### config.mk
export PLATFORM = sky130hd
export DESIGN_NAME = fpu_req_arbiter_flat
export DESIGN_NICKNAME = d
export VERILOG_FILES = /design/src/rtl/fpu_req_arbiter_if.sv /design/src/rtl/fpu_req_arbiter.sv /design/src/flat_wrapper.sv
export SDC_FILE = /design/constraint.sdc
export NUM_CORES = 1
export LEC_CHECK = 0
export ABC_AREA = 1
export CORE_AREA = 2 2 120 122
export CTS_CLUSTER_SIZE = 14
export DETAILED_ROUTE_END_ITERATION = 10
export DIE_AREA = 0 0 122 124
export GPL_TIMING_DRIVEN = 0
export MAX_ROUTING_LAYER = met4
export PLACE_DENSITY = 0.8
export SYNTH_ARGS = -nofsm -noshare
export SYNTH_HDL_FRONTEND = slang
export SYNTH_SLANG_ARGS = --single-unit
### constraint.sdc
create_clock -name clock_100Khz -period 3.28 [get_ports clock_100Khz]
set_clock_uncertainty 0.05 [all_clocks]
set_input_delay 0.328 -clock clock_100Khz [delete_from_list [all_inputs] [get_ports clock_100Khz]]
set_output_delay 0.328 -clock clock_100Khz [all_outputs]
set_load 0.005 [all_outputs]
### src/rtl/fpu_req_arbiter_if.sv
// Handshake bundle between the two requesters, the FPU request arbiter and the shared FPU.
// The slave modport is the arbiter's view; the master modport is the requester/FPU side.
interface fpu_req_arbiter_if;
  logic [1:0]        req_valid;
  logic [1:0][31:0]  req_op_a;
  logic [1:0][31:0]  req_op_b;
  logic [1:0]        req_ready;

  logic              fpu_start;
  logic [31:0]       fpu_op_a;
  logic [31:0]       fpu_op_b;
  logic              fpu_done;
  logic [31:0]       fpu_data;
  logic [3:0]        fpu_status;

  logic [1:0]        rsp_valid;
  logic [31:0]       rsp_data;
  logic [3:0]        rsp_status;
  logic [1:0]        rsp_ready;

  logic              busy;

  modport slave (
    input  req_valid, req_op_a, req_op_b,
    input  fpu_done, fpu_data, fpu_status,
    input  rsp_ready,
    output req_ready,
    output fpu_start, fpu_op_a, fpu_op_b,
    output rsp_valid, rsp_data, rsp_status,
    output busy
  );

  modport master (
    output req_valid, req_op_a, req_op_b,
    output fpu_done, fpu_data, fpu_status,
    output rsp_ready,
    input  req_ready,
    input  fpu_start, fpu_op_a, fpu_op_b,
    input  rsp_valid, rsp_data, rsp_status,
    input  busy
  );
endinterface

### src/rtl/fpu_req_arbiter.sv
// Two-port round-robin arbiter/sequencer for the shared FPU: accept, issue, wait, respond.
// Optional WAIT timeout is compiled in with `define FPU_ARB_TIMEOUT_EN.
//
// state   | meaning
// --------+-------------------------------------------------------------
// IDLE    | no operation; accept the round-robin winner, latch operands
// ISSUE   | one-cycle fpu_start pulse, timeout counter loaded
// WAIT    | waiting for fpu_done (or timeout expiry)
// RESPOND | rsp_valid to granted port until its rsp_ready
module fpu_req_arbiter #(
  parameter int unsigned TIMEOUT_CYCLES = 64
) (
  input  logic                clock_100Khz,
  input  logic                reset,
  fpu_req_arbiter_if.slave    bus
);

  typedef enum logic [1:0] {
    S_IDLE    = 2'd0,
    S_ISSUE   = 2'd1,
    S_WAIT    = 2'd2,
    S_RESPOND = 2'd3
  } state_t;

  state_t      state, state_nxt;
  logic        prio;
  logic        grant;
  logic        sel;
  logic        accept;
  logic        cap_done;
  logic        cap_tmo;
  logic        rsp_hs;
  logic        tmr_expired;
  logic [31:0] op_a_q, op_b_q;
  logic [31:0] rsp_data_q;
  logic [3:0]  rsp_status_q;

  if (TIMEOUT_CYCLES < 2 || TIMEOUT_CYCLES > 255) begin : g_bad_timeout
    $error("fpu_req_arbiter: TIMEOUT_CYCLES must be in 2..255");
  end

  // A lone requester wins outright; prio only breaks ties.
  always_comb begin
    sel = prio;
    if (bus.req_valid == 2'b01)
      sel = 1'b0;
    else if (bus.req_valid == 2'b10)
      sel = 1'b1;
  end

  always_ff @(posedge clock_100Khz or posedge reset) begin
    if (reset)
      state <= S_IDLE;
    else
      state <= state_nxt;
  end

  always_comb begin
    state_nxt     = state;
    bus.req_ready = 2'b00;
    bus.fpu_start = 1'b0;
    bus.rsp_valid = 2'b00;
    accept        = 1'b0;
    cap_done      = 1'b0;
    cap_tmo       = 1'b0;
    rsp_hs        = 1'b0;
    case (state)
      S_IDLE: begin
        if (|bus.req_valid) begin
          bus.req_ready[sel] = 1'b1;
          accept             = 1'b1;
          state_nxt          = S_ISSUE;
        end
      end
      S_ISSUE: begin
        bus.fpu_start = 1'b1;
        state_nxt     = S_WAIT;
      end
      S_WAIT: begin
        // A done arriving on the expiry edge still carries a real result.
        if (bus.fpu_done) begin
          cap_done  = 1'b1;
          state_nxt = S_RESPOND;
        end else if (tmr_expired) begin
          cap_tmo   = 1'b1;
          state_nxt = S_RESPOND;
        end
      end
      S_RESPOND: begin
        bus.rsp_valid[grant] = 1'b1;
        if (bus.rsp_ready[grant]) begin
          rsp_hs    = 1'b1;
          state_nxt = S_IDLE;
        end
      end
      default: state_nxt = S_IDLE;
    endcase
  end

  always_ff @(posedge clock_100Khz or posedge reset) begin
    if (reset) begin
      prio         <= 1'b0;
      grant        <= 1'b0;
      op_a_q       <= 32'h0;
      op_b_q       <= 32'h0;
      rsp_data_q   <= 32'h0;
      rsp_status_q <= 4'h2;
    end else begin
      if (accept) begin
        grant  <= sel;
        op_a_q <= bus.req_op_a[sel];
        op_b_q <= bus.req_op_b[sel];
      end
      if (cap_done) begin
        rsp_data_q   <= bus.fpu_data;
        rsp_status_q <= bus.fpu_status;
      end else if (cap_tmo) begin
        rsp_data_q   <= 32'h0;
        rsp_status_q <= 4'hF;
      end
      if (rsp_hs)
        prio <= ~grant;
    end
  end

`ifdef FPU_ARB_TIMEOUT_EN
  // Down-counter loaded in ISSUE; terminal count 0 gives TIMEOUT_CYCLES WAIT cycles.
  localparam logic [7:0] TMR_LOAD = 8'(TIMEOUT_CYCLES - 1);
  logic [7:0] tmr_cnt;

  always_ff @(posedge clock_100Khz or posedge reset) begin
    if (reset)
      tmr_cnt <= 8'd0;
    else if (state == S_ISSUE)
      tmr_cnt <= TMR_LOAD;
    else if (state == S_WAIT && tmr_cnt != 8'd0)
      tmr_cnt <= tmr_cnt - 8'd1;
  end

  assign tmr_expired = (tmr_cnt == 8'd0);
`else
  assign tmr_expired = 1'b0;
`endif

  assign bus.fpu_op_a   = op_a_q;
  assign bus.fpu_op_b   = op_b_q;
  assign bus.rsp_data   = rsp_data_q;
  assign bus.rsp_status = rsp_status_q;
  assign bus.busy       = (state != S_IDLE);

endmodule

### src/flat_wrapper.sv
// flat-port wrapper written by rule: the top's interface ports become plain ports
module fpu_req_arbiter_flat 
#(
  parameter int unsigned TIMEOUT_CYCLES = 64
)
  (clock_100Khz, reset, bus_req_valid, bus_req_op_a, bus_req_op_b, bus_fpu_done, bus_fpu_data, bus_fpu_status, bus_rsp_ready, bus_req_ready, bus_fpu_start, bus_fpu_op_a, bus_fpu_op_b, bus_rsp_valid, bus_rsp_data, bus_rsp_status, bus_busy);
  fpu_req_arbiter_if bus_i ();
  input  logic clock_100Khz;
  input  logic reset;
  input wire logic [$bits(bus_i.req_valid)-1:0] bus_req_valid;
  input wire logic [$bits(bus_i.req_op_a)-1:0] bus_req_op_a;
  input wire logic [$bits(bus_i.req_op_b)-1:0] bus_req_op_b;
  input wire logic [$bits(bus_i.fpu_done)-1:0] bus_fpu_done;
  input wire logic [$bits(bus_i.fpu_data)-1:0] bus_fpu_data;
  input wire logic [$bits(bus_i.fpu_status)-1:0] bus_fpu_status;
  input wire logic [$bits(bus_i.rsp_ready)-1:0] bus_rsp_ready;
  output wire logic [$bits(bus_i.req_ready)-1:0] bus_req_ready;
  output wire logic [$bits(bus_i.fpu_start)-1:0] bus_fpu_start;
  output wire logic [$bits(bus_i.fpu_op_a)-1:0] bus_fpu_op_a;
  output wire logic [$bits(bus_i.fpu_op_b)-1:0] bus_fpu_op_b;
  output wire logic [$bits(bus_i.rsp_valid)-1:0] bus_rsp_valid;
  output wire logic [$bits(bus_i.rsp_data)-1:0] bus_rsp_data;
  output wire logic [$bits(bus_i.rsp_status)-1:0] bus_rsp_status;
  output wire logic [$bits(bus_i.busy)-1:0] bus_busy;
  assign bus_i.req_valid = bus_req_valid;
  assign bus_i.req_op_a = bus_req_op_a;
  assign bus_i.req_op_b = bus_req_op_b;
  assign bus_i.fpu_done = bus_fpu_done;
  assign bus_i.fpu_data = bus_fpu_data;
  assign bus_i.fpu_status = bus_fpu_status;
  assign bus_i.rsp_ready = bus_rsp_ready;
  assign bus_req_ready = bus_i.req_ready;
  assign bus_fpu_start = bus_i.fpu_start;
  assign bus_fpu_op_a = bus_i.fpu_op_a;
  assign bus_fpu_op_b = bus_i.fpu_op_b;
  assign bus_rsp_valid = bus_i.rsp_valid;
  assign bus_rsp_data = bus_i.rsp_data;
  assign bus_rsp_status = bus_i.rsp_status;
  assign bus_busy = bus_i.busy;
  fpu_req_arbiter #(.TIMEOUT_CYCLES(TIMEOUT_CYCLES)) u_core (.clock_100Khz(clock_100Khz), .reset(reset), .bus(bus_i));
endmodule
==> metrics.txt, run 1 <==
critical path required time between 2 and 3 ns; Post-Place Setup Slack 1.03 ns; CTS Hold Buffers Added 0; Die Ht 124 um; clock buffer depth 2; Die Width 122 um; largest net degree at the start of global routing 54; pwr/cell area ~820 nW/um^2; final hold vios 0; die area 15100 um^2; most frequent cells in the layout 276 x clkdlybuf4s50_1, 207 x nand2_1, 103 x dfrtp_1; Num CTS Buffers 9; crit-path max FO 10; drt first-iter violations 175; Synth Net Count 639; Worst Setup Start Kind register; Synth Area in XOR/XNOR 0%; Vias per Instance roughly 4.5; IO Count 277; Starting Density around 32%; Post-Synth Adder-Cell Area 1.41%; via count of the routed design 4207; CTS H-tree depth 3; first-pass GRT wire length approximately 21 mm; largest family of logic cells by synthesized area simple AND/OR/NAND/NOR gates; Rel. slew slack 54.5%; antenna violations before repair 0; CP max stage cell clkdlybuf4s50_1; Antenna Nets Post-Route 0; GPL Wtd Cong 0.858; final instance area approximately 7700 um^2; half-perimeter wire length after placement 10.8 mm; FF+latch count, synth 104; mux share of post-synthesis cell area 9.12%; highest clock rate 398 MHz; P&R area growth vs syn 74.1%; crit path cell chain inv_1 > ha_1 > nand2_1 > inv_1 > nand2_1 > inv_2 > buf_2 > clkdlybuf4s50_1; yosys warns 0; # nets final 927; family with the most delay on the worst path buffers and inverters; CP Buf/Inv Count 5; placed cell areas 7460 um^2; Placeable Area 13700 um^2; PortBufs 276; sequential element share of the synthesized area 58.6%; CTS root buf clkbuf_16; num rows 43; Hold/Removal Path Class input port to asynchronous set/reset pin; CTS tree built; run status finished, final reports clean; Filler cells 1234; grt ovf 0; Clk Latency, worst-skew pair 0.34 ns; DRC 0; vias in the first global route 4148; Cell Area, Synth 4440 um^2; CP Capture Type output pin; area of the multi-input gates 1630 um^2; Sink Count around 100; cts repair resizes 0; post-CTS setup buffers 0; Synth Area in Simple Gates 25.6%; Syn Area/Cell between 9 and 10 um^2; worst slew pin tran 0.683 ns; fin. max-slew vios 0; commonest non-fill, non-tap cell in the layout clkdlybuf4s50_1; Storage cell area 2600 um^2; gr usage total a little under a fifth; critical path's largest stage delay 0.54 ns; Cell variety after synth 19; router iterations before antenna repair 4; post-route worst setup slack 0.768 ns; Worst VDD drop 0.431 mV; clock-pin slew on the worst setup and hold paths 0.07 ns; final setup violating endpoints 0; drt wl/cell 15.1 um; # diodes 0; Compound-Gate Fraction of Synth Area less than 1%; RSZ-0062 raised after global routing false; Crit Path Category register to output pin; Post-Synthesis Cells approximately 460; Tcrit/Tclk final 76.6%; Static Leak 3.42 nW; share of cells above drive strength 1 between 10% and 20%; final wirelength 14.2 mm; Final min period between 2 and 3 ns; Critical Path AT 2.13 ns; Max-Cap Viols 0
-- per-stage QoR --
step	hold WS [ns]	utilization [%]	TNS, ns	total power (W)	instances
after floorplan	0.398	-	0	0.00350	463
after global placement	0.428	54.2	-156.45	0.00530	919
after detailed placement	0.430	54.4	0	0.00537	920
after CTS	0.422	56.4	0	0.00643	936
after global routing	0.460	56.4	0	0.00678	936
final	0.422	56.4	0	0.00633	936
-- cell type report --
type                       count  share of cell area (%)
sequential                   104                    33.6
clock buffer                  12                    3.19
multi-input combinational    324                    21.1
tap                          180                    2.91
timing repair buffer         277                    36.1
clock inverter                 4                   0.388
buffer                        24                    2.17
inverter                      11                   0.566
-- state kept, by name, summed over array words and instances (netlist names) --
signal and flops:
u_core.bus.fpu_op_a 32, u_core.bus.fpu_op_b 32, u_core.bus.rsp_data 32, u_core.bus.rsp_status 4, u_core.grant 1, u_core.prio 1, u_core.state 2
-- metal layers --
| layer | vias to the layer above | global-route usage (%) | wire, um |
|---|---|---|---|
| li1 | 2061 | - | - |
| met1 | 1960 | 22.3 | 5920 |
| met2 | 160 | 30.4 | 6930 |
| met3 | 26 | 4.40 | 964 |
| met4 | 0 | 7.11 | 333 |
| met5 | - | - | 0 |
-- synth_stat cells --
library cell / instances / area share (%)
nand3_1: 66 / 7.4
ha_1: 5 / 1.4
dfstp_2: 1 / 0.59
inv_2: 1 / 0.084
dfrtp_1: 103 / 58
o21ai_1: 1 / 0.11
nand2_1: 207 / 17
mux2_2: 36 / 9.1
o21ai_0: 2 / 0.23
or2_2: 1 / 0.14
buf_4: 7 / 1.2
inv_1: 10 / 0.84
clkbuf_1: 1 / 0.084
a21oi_2: 1 / 0.20
buf_2: 11 / 1.2
nand2_2: 1 / 0.14
buf_6: 5 / 1.3
nor2_1: 2 / 0.17
nand4_1: 2 / 0.28
-- cell families (layout without fill, tap and decap cells) --
kind of cell,count (synthesis),after routing
mux,36,36
flops,104,104
buf+inv,35,328
fa+ha+maj,5,5
compound gates,4,4
simple gates,279,279
-- where the power goes --
part / switching [W] / total, W / internal [W]
logic: 0.00118 / 0.00304 / 0.00186
clock network: 0.000478 / 0.00102 / 0.000540
registers: 0.000346 / 0.00227 / 0.00193
-- path summary, 6_finish.rpt --
check	start	to	slack (ns)	cells past startpoint
max	u_core.state[0]$_DFFE_PP0P_	bus_req_ready[1]	0.77	8
min	reset	u_core.bus.rsp_data[26]$_DFFE_PP0P_	0.42	2
max reg2reg	u_core.state[0]$_DFFE_PP0P_	u_core.bus.rsp_data[7]$_DFFE_PP0P_	1.50	5
min reg2reg	u_core.bus.fpu_op_b[6]$_DFFE_PP0P_	u_core.bus.fpu_op_b[6]$_DFFE_PP0P_	0.45	2
max in group asynchronous	reset	u_core.bus.fpu_op_a[1]$_DFFE_PP0P_	2.07	3
min in group clock_100Khz	u_core.bus.fpu_op_b[6]$_DFFE_PP0P_	u_core.bus.fpu_op_b[6]$_DFFE_PP0P_	0.45	2
Power figures use the tool's default switching activity.
==> run 2: changes to the inputs <==
Clock period 3.28 ns to 2.1 ns, I/O delays scaled along.
==> run 2 against run 1 <==
Against the previous run:
- global-route usage increased by 0.32 points
- sequential share of layout area shrank 0.36 points
- power increased by 59%
- flip-flop and latch count unchanged
- worst hold slack got worse by 0.15 ns
- non-clock buffer count rose by 5
- setup slack worse by 0.68 ns
- wire length barely moved
- clock-buffer cell count shrank 3
- critical path depth fell by 1
- design area is 1.1% higher
==> metrics.txt, run 2 (same netlist as run 1, synthesis figures left out) <==
hold slack 0.275 ns (-0.147 ns); area of the multi-input gates 1650 um^2 (+0.92%); fin. max-slew vios 0 (unchanged); antenna violations before repair 0 (unchanged); vias in the first global route 4236 (+2.1%); Critical Path AT 1.75 ns (-0.38 ns); Crit Path Category register to output pin; Tcrit/Tclk final approximately 96%; share of cells above drive strength 1 12.0% (+1.4 points); Vias per Instance 4.46 (-0.67%); DRC 0 (unchanged); CTS root buf clkbuf_16; CTS Hold Buffers Added 0 (unchanged); num rows 43 (unchanged); Worst VDD drop 0.721 mV (+67%); run status finished, final reports clean; commonest non-fill, non-tap cell in the layout clkdlybuf4s50_1; CTS tree built; largest net degree at the start of global routing 41 (-24%); final hold vios 0 (unchanged); Hold/Removal Path Class input port to asynchronous set/reset pin; Worst Setup Start Kind register; clock buffer depth 2 (unchanged); worst slew pin tran 0.748 ns (+0.0645 ns); most frequent cells in the layout 274 x clkdlybuf4s50_1, 206 x nand2_1, 103 x dfrtp_1; P&R area growth vs syn 76.0%; CP Capture Type output pin; half-perimeter wire length after placement 10.7 mm (-0.42%); drt wl/cell 15.0 um (-0.55%); Static Leak 3.47 nW (+1.4%); Sink Count 104 (unchanged); die area 15100 um^2 (unchanged); Final min period 2.01 ns; via count of the routed design 4201 (-0.14%); first-pass GRT wire length 21.3 mm (+2.0%); Worst R2R Setup Slack 0.28 ns (-1.22 ns); Max-Cap Viols 0 (unchanged); Antenna Nets Post-Route 0 (unchanged); # diodes 0 (unchanged); placed insts 921 (+0.11%); Design Power 0.0101 W (+59%); crit-path max FO 5 (-5); Die Ht 124 um (unchanged); Die Width 122 um (unchanged); Clk Latency, worst-skew pair 0.35 ns (about the same); PortBufs 276 (unchanged); post-route non-filler standard cell count 941 (+0.53%); GPL Wtd Cong 0.762 (-11%); placed cell areas 7480 um^2 (+0.18%); pwr/cell area 1290 nW/um^2 (+57%); drt first-iter violations 180 (+2.9%); clock-pin slew on the worst setup and hold paths 0.08 ns (about the same); IO Count 277 (unchanged); Num CTS Buffers 9 (unchanged); RSZ-0062 raised after global routing false; Rel. slew slack 50.0% (-4.4 points); Core Util, Final 57.0% (+0.60 points); final setup violating endpoints 0 (unchanged); # nets final 932 (+0.54%); gr usage total 18.9% (+0.32 points); CTS H-tree depth 3 (unchanged); final instance area 7820 um^2 (+1.1%); final wirelength 14.2 mm (about the same); Starting Density 32.4% (unchanged); Filler cells 1227 (-0.57%); highest clock rate 498 MHz; critical path required time 1.84 ns (-1.06 ns); router iterations before antenna repair 4 (unchanged); grt ovf 0 (unchanged); Placeable Area 13700 um^2 (unchanged); Storage cell area 2600 um^2 (unchanged)
## run 2: changes by cell type in the layout (fill, tap and decap cells not counted), moves of 2 or more
cell,change
buf_4,+5
inv_8,+3
buf_12,+2
buf_2,-2
clkbuf_1,-2
clkdlybuf4s50_1,-2
clkinvlp_4,+2
inv_1,-2
## run 2: path summary, 6_finish.rpt
| kind | to | startpoint | cells after the start |
|---|---|---|---|
| max | bus_req_ready[1] | u_core.state[1]$_DFFE_PP0P_ | 7 |
| min | u_core.bus.rsp_data[22]$_DFFE_PP0P_ | reset | 2 |
| max reg2reg | u_core.bus.rsp_data[14]$_DFFE_PP0P_ | u_core.state[0]$_DFFE_PP0P_ | 6 |
| min reg2reg | u_core.bus.fpu_op_a[23]$_DFFE_PP0P_ | u_core.bus.fpu_op_a[23]$_DFFE_PP0P_ | 2 |
| max in group asynchronous | u_core.bus.rsp_status[1]$_DFFE_PP1P_ | reset | 3 |
| min in group clock_100Khz | u_core.bus.fpu_op_a[26]$_DFFE_PP0P_ | bus_req_op_a[58] | 3 |
## run 2: stage by stage
stage / TNS [ns] / setup WS [ns]
after detailed placement: 0 / 0.0610
after floorplan: 0 / 0.556
after global routing: 0 / 0.0212
final: 0 / 0.0918
after CTS: 0 / 0.0426
after global placement: -55.34 / -0.545
## run 2: critical path: stages, from the launching register on
cell             delay (ns)
dfrtp_1                0.41
inv_2                  0.09
ha_4                   0.15
nand2_1                0.05
inv_1                  0.06
nand2_2                0.07
inv_4                  0.07
clkdlybuf4s50_1        0.49
## run 2: layout make-up
class / instances / share of cell area, %
Timing Repair Buffer: 283 / 36.3
Clock buffer: 9 / 2.88
Inverter: 11 / 0.608
Tap cell: 180 / 2.88
Buffer: 23 / 2.16
Sequential cell: 104 / 33.3
Clock inverter: 7 / 0.800
Multi-Input combinational cell: 324 / 21.1
## run 2: power breakdown
group          total (W)  internal [W]  switching [W]  leakage, nW
registers        0.00352       0.00301       0.000519         1.27
clock network    0.00167      0.000834       0.000841        0.138
logic            0.00486       0.00297        0.00188         2.07
total             0.0101       0.00681        0.00324         3.47
## run 2: metal layers
layer	track usage, %	routed length (um)	vias to the layer above
li1	-	-	2064
met1	22.0	5810	1943
met2	31.6	6950	170
met3	5.04	1100	24
met4	6.90	293	0
met5	-	0	-
## run 2: what timing repair did
action / 4_1_cts / 5_1_grt
setup buffers: 5 / 0
setup endpoints to repair: 2 / 2
gates resized for setup: 8 / 2
pin swaps: 0 / 0
